<file path="src/rtl/descriptor_receive_pkg.sv">
// Shared definitions for the descriptor write/ack handshake between the senders and this receiver.
// The sender holds wr with stable data until it samples ack, and drops wr on the cycle after the ack cycle.
package descriptor_receive_pkg;

    localparam int unsigned DESC_W         = 72;
    localparam int unsigned DESC_BUFID_LSB = 0;
    localparam int unsigned DESC_BUFID_MSB = 8;

    typedef enum logic {
        CH0 = 1'b0,
        CH1 = 1'b1
    } channel_e;

endpackage

</file>
<file path="src/rtl/descriptor_fifo_sync.sv">
// Synchronous show-ahead FIFO with register storage; the head reads as zero while empty.
module descriptor_fifo_sync #(
    parameter int unsigned DW    = 72,
    parameter int unsigned DEPTH = 4,
    parameter int unsigned AW    = 2
) (
    input  logic          i_clk,
    input  logic          i_rst,
    input  logic          i_push,
    input  logic [DW-1:0] iv_data,
    input  logic          i_pop,
    output logic [DW-1:0] ov_data,
    output logic [AW:0]   ov_usedw,
    output logic          o_empty,
    output logic          o_full
);

    logic [DW-1:0] mem [DEPTH];
    logic [AW-1:0] wr_ptr;
    logic [AW-1:0] rd_ptr;
    logic [AW:0]   usedw;
    logic          do_push;
    logic          do_pop;

    assign o_empty  = (usedw == '0);
    assign o_full   = (usedw == (AW+1)'(DEPTH));
    assign do_push  = i_push & ~o_full;
    assign do_pop   = i_pop & ~o_empty;
    assign ov_usedw = usedw;
    assign ov_data  = o_empty ? '0 : mem[rd_ptr];

    always_ff @(posedge i_clk) begin
        if (do_push) begin
            mem[wr_ptr] <= iv_data;
        end
    end

    // Pointers are AW bits wide, so wrap modulo DEPTH comes for free.
    always_ff @(posedge i_clk) begin
        if (i_rst) begin
            wr_ptr <= '0;
            rd_ptr <= '0;
            usedw  <= '0;
        end else begin
            if (do_push) begin
                wr_ptr <= wr_ptr + AW'(1);
            end
            if (do_pop) begin
                rd_ptr <= rd_ptr + AW'(1);
            end
            case ({do_push, do_pop})
                2'b10:   usedw <= usedw + (AW+1)'(1);
                2'b01:   usedw <= usedw - (AW+1)'(1);
                default: usedw <= usedw;
            endcase
        end
    end

endmodule

</file>
<file path="src/rtl/descriptor_receive.sv">
// Round-robin receiver for two descriptor senders: one-cycle registered ack, FIFO buffering and accept counters.
module descriptor_receive
    import descriptor_receive_pkg::*;
#(
    parameter int unsigned DW    = DESC_W,
    parameter int unsigned DEPTH = 4,
    parameter int unsigned AW    = 2,
    parameter int unsigned CW    = 16
) (
    input  logic          i_clk,
    input  logic          i_rst,
    input  logic          i_descriptor_wr_0,
    input  logic [DW-1:0] iv_descriptor_0,
    output logic          o_descriptor_ack_0,
    input  logic          i_descriptor_wr_1,
    input  logic [DW-1:0] iv_descriptor_1,
    output logic          o_descriptor_ack_1,
    output logic          o_descriptor_wr,
    output logic [DW-1:0] ov_descriptor,
    input  logic          i_descriptor_ready,
    output logic [AW:0]   ov_fifo_usedw,
    output logic [CW-1:0] ov_des_cnt_0,
    output logic [CW-1:0] ov_des_cnt_1
);

    channel_e      last_grant;
    logic          ack0_q;
    logic          ack1_q;
    logic [CW-1:0] cnt0_q;
    logic [CW-1:0] cnt1_q;
    logic          elig0;
    logic          elig1;
    logic          grant0;
    logic          grant1;
    logic          fifo_full;
    logic          fifo_empty;

    // A channel whose ack is currently high still shows wr; that cycle is the tail of the previous transfer.
    always_comb begin
        elig0  = i_descriptor_wr_0 & ~ack0_q;
        elig1  = i_descriptor_wr_1 & ~ack1_q;
        grant0 = ~fifo_full & elig0 & (~elig1 | (last_grant == CH1));
        grant1 = ~fifo_full & elig1 & (~elig0 | (last_grant == CH0));
    end

    always_ff @(posedge i_clk) begin
        if (i_rst) begin
            ack0_q     <= 1'b0;
            ack1_q     <= 1'b0;
            last_grant <= CH1;
            cnt0_q     <= '0;
            cnt1_q     <= '0;
        end else begin
            ack0_q <= grant0;
            ack1_q <= grant1;
            if (grant0) begin
                last_grant <= CH0;
                cnt0_q     <= cnt0_q + CW'(1);
            end else if (grant1) begin
                last_grant <= CH1;
                cnt1_q     <= cnt1_q + CW'(1);
            end
        end
    end

    descriptor_fifo_sync #(
        .DW    (DW),
        .DEPTH (DEPTH),
        .AW    (AW)
    ) u_fifo (
        .i_clk    (i_clk),
        .i_rst    (i_rst),
        .i_push   (grant0 | grant1),
        .iv_data  (grant0 ? iv_descriptor_0 : iv_descriptor_1),
        .i_pop    (o_descriptor_wr & i_descriptor_ready),
        .ov_data  (ov_descriptor),
        .ov_usedw (ov_fifo_usedw),
        .o_empty  (fifo_empty),
        .o_full   (fifo_full)
    );

    assign o_descriptor_wr    = ~fifo_empty;
    assign o_descriptor_ack_0 = ack0_q;
    assign o_descriptor_ack_1 = ack1_q;
    assign ov_des_cnt_0       = cnt0_q;
    assign ov_des_cnt_1       = cnt1_q;

endmodule

</file>
<file path="config.mk">
export PLATFORM = sky130hd
export DESIGN_NAME = descriptor_receive
export DESIGN_NICKNAME = d
export VERILOG_FILES = /design/src/rtl/descriptor_receive_pkg.sv /design/src/rtl/descriptor_fifo_sync.sv /design/src/rtl/descriptor_receive.sv
export SDC_FILE = /design/constraint.sdc
export NUM_CORES = 1
export LEC_CHECK = 0
export BUFFER_PORTS_ARGS = -buffer_cell sky130_fd_sc_hd__buf_2
export CORE_AREA = 5 5 162 164
export CTS_BUF_LIST = sky130_fd_sc_hd__clkbuf_8 sky130_fd_sc_hd__clkbuf_16
export DETAILED_ROUTE_END_ITERATION = 10
export DIE_AREA = 0 0 167 169
export GPL_TIMING_DRIVEN = 0
export PLACE_DENSITY = 0.81
export RECOVER_POWER = 100
export SLEW_MARGIN = 0
export SYNTH_ARGS = -nofsm -noshare
export SYNTH_HDL_FRONTEND = slang
export SYNTH_SLANG_ARGS = --single-unit
</file>
<file path="constraint.sdc">
create_clock -name i_clk -period 5.3 [get_ports i_clk]
set_clock_uncertainty 0.1 [all_clocks]
set_input_delay 0.265 -clock i_clk [delete_from_list [all_inputs] [get_ports i_clk]]
set_output_delay 0.265 -clock i_clk [all_outputs]
set_load 0.01 [all_outputs]
</file>
After elaboration in Yosys (flattened, before gate mapping)
Memory sizes are Yosys's and may differ from the RTL's. A register that Yosys moved wholly into a read port is not among the register bits.
Cells that the tools add are included.
Operators by class
  equality and inequality tests: 3
  mux-type cells: 9
  add/subtract/negate cells: 6
  reduce and logical (&&, ||, !) cells: 4
  bitwise gates (word level): 20
Operator list (count)
  two-way mux 72 bit: 2
  adder 16 x 1 -> 16 bit, second input constant: 2
  bitwise AND 1 bit: 9
  NOT 1 bit: 8
  case mux 3 bit (2 select lines): 1
  adder 2 x 1 -> 2 bit, second input constant: 2
  two-way mux 1 bit: 4
  two-way mux 2 bit: 2
  nonzero test 2 bit: 2
  adder 3 x 1 -> 3 bit, second input constant: 1
  == test 3 bit, second input constant: 1
  zero test 3 bit: 1
  bitwise OR 1 bit: 3
  subtractor 3 x 1 -> 3 bit, second input constant: 1
  == test 2 x 1 -> 1 bit, second input constant: 1
  == test 2 bit, second input constant: 1
  AND reduction 2 bit: 1
Word-level totals
  word-level logic and storage cells: 51
  RAM bits: 288
  memories kept: 1
  flip-flop bits (word level): 42
  output and inout bits: 110
  bits of input ports: 149
Memories
  u_fifo.mem: depth 4, width 72, read ports 1, clocked after memory_dff 1, write ports 1, line descriptor_fifo_sync.sv:18  | logic [DW-1:0] mem [DEPTH];

Longest topological paths before layout
  word-level depth: 9
  mapped depth: 9
  depth with buffers taken out: 9

Hierarchy
Synthesis repeated with hierarchy kept, for this count alone.
Unflattened totals
  cell total of the unflattened synthesis: 771
  area total of the unflattened synthesis: 13889.6 um^2
By module, submodules not included
  descriptor_fifo_sync: seq. area each 8828.5 um^2, times used 1, cells an instance 510, area an instance 11439.7 um^2
  descriptor_receive: seq. area each 700.7 um^2, times used 1, cells an instance 261, area an instance 2449.8 um^2

Least setup slack after synthesis
Ideal clock, no wire load.
  kind: reg-to-reg
  start point: register u_fifo.usedw[0] (netlist: u_fifo.ov_usedw[0])
  end point: memory u_fifo.mem[0][0] (enable)
  path buffers: 0
  slack: 2093 ps
  period minus slack after synthesis: 3207 ps
  data required time: 4762 ps
  library setup time: 438 ps
  stages on the path, launching flop included: 4
  arrival time: 2670 ps
  path through: dfxtp_1 > nor3b_2 > a21oi_1 > and2_1
Between the ends
  cells in the longest elaborated chain, start to end: 8
  elaborated cells between the ends (all ways): 10
  those cells by class: eq/ne: 1; mux: 2; bitwise: 7
RTL lines
  start, declared: line descriptor_fifo_sync.sv:21  | logic [AW:0] usedw;
  start signal, assigned: line descriptor_fifo_sync.sv:52  | 2'b10: usedw <= usedw + (AW+1)'(1);
  start signal, assigned: line descriptor_fifo_sync.sv:53  | 2'b01: usedw <= usedw - (AW+1)'(1);
  start signal, assigned: line descriptor_fifo_sync.sv:54  | default: usedw <= usedw;
  == test 3 bit (*): line descriptor_fifo_sync.sv:26  | assign o_full = (usedw == (AW+1)'(DEPTH));
  NOT 1 bit (*): line descriptor_fifo_sync.sv:27, descriptor_receive.sv:42, descriptor_receive.sv:43
  bitwise AND 1 bit, on equally long branches (2 in series): line descriptor_receive.sv:42, descriptor_receive.sv:43
  bitwise OR 1 bit: line descriptor_receive.sv:73  | .i_push (grant0 | grant1),
  bitwise AND 1 bit (*): line descriptor_fifo_sync.sv:27  | assign do_push = i_push & ~o_full;
  two-way mux 1 bit (*): line descriptor_fifo_sync.sv:33  | if (do_push) begin
  two-way mux 1 bit (not written as such) (*): line descriptor_fifo_sync.sv:34  | mem[wr_ptr] <= iv_data;
  end, declared: line descriptor_fifo_sync.sv:18
Mark *: on every way between the ends. The rest lies on a longest branch, timed or not.

Worst setup path after layout
  start point: register u_fifo.usedw[2] (netlist: u_fifo.ov_usedw[2])
  end point: memory u_fifo.mem[1][25], data pin
Between the ends
  cells in the longest elaborated chain, start to end: 5
RTL lines
  == test 3 bit: line descriptor_fifo_sync.sv:26
  NOT 1 bit: line descriptor_receive.sv:42  | grant0 = ~fifo_full & elig0 & (~elig1 | (last_grant == CH1));
  bitwise AND 1 bit (2 in series): line descriptor_receive.sv:42
  two-way mux 72 bit: line descriptor_receive.sv:74  | .iv_data (grant0 ? iv_descriptor_0 : iv_descriptor_1),
  named net u_fifo.iv_data[25]: line descriptor_fifo_sync.sv:10  | input logic [DW-1:0] iv_data,
The timed path passes the listed nets, and every way through them passes these cells.

==> results.json <==
{
  "status": "finished, violations left",
  "violations": "max-capacitance violations, max-slew violations",
  "critPathBufInv": 3,
  "tns_ns": 0,
  "antenna_found_initial": 0,
  "tightest_slew_ns": 2.60,
  "fillers": 1718,
  "maxSlewHeadroom_pct": -73.2,
  "setup_viol": 0,
  "synth-main-ff-cell": "edfxtp_1",
  "clk_pin_slew_ns": 0.06,
  "initial_utilization_pct": 55.7,
  "min_path_type": "in2reg",
  "gp_congestion": 0.777,
  "finalPower_mw": 8.26,
  "dieWidth_um": 167,
  "netlist_area_um2": 13800,
  "hold_buffers": 1,
  "peakVddDrop_v": 0.000303,
  "fin_nets": 1229,
  "timing.final.crit_share_pct": 73.5,
  "cts-resized-gates": 0,
  "timing.hold.ws_ns": 0.0272,
  "drt_iter0_drc": 513,
  "root_buffer": "clkbuf_16",
  "drv_slew": 97,
  "synth_compound_area_share_pct": 1.74,
  "detail_route.vias_per_cell": 5.52,
  "io_pins": 259,
  "synth_top_family_by_area": "multiplexers",
  "drc_errors": 0,
  "max_freq_mhz": 257,
  "clkLatencyLatePin_ns": 0.50,
  "grt_max_degree": 43,
  "vias": 7870,
  "crit_fanout": 10,
  "cpMaxStageDelayCell": "clkbuf_1",
  "cp_common_cell": "clkbuf_1",
  "drive_above_1_share_pct": 29.9,
  "setup_slack_ns": 1.40,
  "ys_ff_latch": 332,
  "grt_pass1_wl_um": 43300,
  "syn_inst": 773,
  "cts_setup_buffers": 0,
  "cts_tree": "built",
  "yosys_warnings": 0,
  "track_usage_pct": 19.3,
  "timing.final.crit_period_ns": 3.90,
  "grt_pass1_vias": 8235,
  "synthAdderAreaFrac_pct": 0.781,
  "first_pass_iters": 5,
  "synth.avg_cell_area_um2": 17.8,
  "synth_nets": 930,
  "synthArstFlopShare_pct": 0,
  "critical_path_required_ns": 5.41,
  "port_buffers": 258,
  "rows": 58,
  "cts_max_path_buffers": 3,
  "synth_simple_gate_area_share_pct": 7.53,
  "htree_num_levels": 2,
  "rsz0062_at_grt": "no",
  "synth_edf_count": 288,
  "arrival_ns": 4.01,
  "synth.area.mux_share_pct": 18.2,
  "n_antenna_cell": 0,
  "powerDensity_nw_per_um2": 500,
  "area.growth.synth_to_final_pct": 19.9,
  "cts-buffers-inserted": 34,
  "endpoint_kind": "flop",
  "critPathTopFamily": "buffers and inverters",
  "dieArea_um2": 28200,
  "slowest_delay_ns": 0.87,
  "hold_violations": 0,
  "yosysSeqAreaShare_pct": 69.2,
  "wirelength_um": 27900,
  "regToRegSetupSlack_ns": 1.40,
  "grt-ovfl-total": 0,
  "layout_common_cells": "edfxtp_1, buf_2, clkbuf_1",
  "post-dp-hpwl_um": 18400,
  "crit_path_start_kind": "flop",
  "final_common_cell": "edfxtp_1",
  "cts.sinks": 332,
  "die_h_um": 169,
  "core_area_um2": 24700,
  "synth_xor_area_share_pct": 0.826,
  "ant_nets": 0,
  "crit_type": "reg2reg",
  "leakagePower_nw": 5.74,
  "wl_per_cell_um": 19.6,
  "netlist-cell-type-count": 41,
  "path_cells": "nor3b_1 -> or3_1 -> clkbuf_1 -> clkbuf_1 -> clkbuf_1 -> mux2_1",
  "post-place-ws_ns": 2.51,
  "maxCapViolCount": 3
}
area by class of cell:
| cell class | instances | area, um^2 | share of cell area (%) |
|---|---|---|---|
| timing repair buffer | 263 | 1340 | 8.09 |
| multi-input combinational | 389 | 4000 | 24.2 |
| inverter | 10 | 37.5 | 0.227 |
| clock buffer | 36 | 890 | 5.39 |
| sequential | 332 | 9530 | 57.7 |
| tap | 330 | 413 | 2.50 |
| clock inverter | 24 | 133 | 0.803 |
| buffer | 42 | 175 | 1.06 |
sequential cells by signal (all words and copies together), names as in the netlist, named ones only:
| signal | cells |
|---|---|
| u_fifo.mem | 288 |
| ov_des_cnt_0 | 16 |
| ov_des_cnt_1 | 16 |
| u_fifo.ov_usedw | 3 |
| u_fifo.rd_ptr | 2 |
| u_fifo.wr_ptr | 2 |
| last_grant | 1 |
| o_descriptor_ack_0 | 1 |
| o_descriptor_ack_1 | 1 |
power by group:
group / internal, mW / switching [mW] / total (mW)
Combinational: 1.09 / 1.38 / 2.46
Clock: 1.26 / 0.915 / 2.17
Sequential: 3.49 / 0.126 / 3.62
routing by layer:
metal	vias to the layer above	GRT usage, %	share of wire [%]
li1	3642	-	-
met1	3922	26.1	42
met2	264	33.0	50
met3	42	3.27	5.8
met4	0	5.19	1.9
met5	-	0	0
kinds of logic (layout without fill, tap and decap cells):
family                   after synthesis  in the layout
XOR/XNOR                              13             13
adder cells (fa/ha/maj)                8              8
flip-flops                           332            332
AND/OR/NAND/NOR                      175            175
buffers and inverters                 52            375
multiplexers                         151            151
AO/OA/AOI/OAI                         42             42
final timing paths:
| kind | start | endpoint | cells past startpoint |
|---|---|---|---|
| worst max register to register | u_fifo.ov_usedw[2] | u_fifo.mem[1][25] | 6 |
| worst max-delay path | u_fifo.ov_usedw[2] | u_fifo.mem[1][25] | 6 |
| worst min-delay path | iv_descriptor_0[65] | u_fifo.mem[1][65] | 2 |
| worst min register to register | ov_des_cnt_1[15] | ov_des_cnt_1[15] | 2 |
metrics by stage:
step	util [%]	cells	cell area, um^2
4_1_cts	67.2	1426	16600
6_report	66.7	1426	16500
5_1_grt	66.7	1426	16500
3_5_place_dp	63.1	1365	15600
3_3_place_gp	62.6	1361	15500
2_1_floorplan	-	773	13800
Yosys cell counts (all sizes together) (10+ instances only):
cell    instances  area share, %
edfxtp        288             63
and2           78            3.5
mux2           76            6.2
mux4           72             12
dfxtp          44            6.4
nor2           26           0.71
clkbuf         22           0.68
a21oi          21           0.76
buf            20           0.82
nand3          12           0.44
or3            11           0.51
inv            10           0.27
o21ai          10           0.36
or4            10           0.54
No activity file was read; power rests on OpenSTA's default activity.
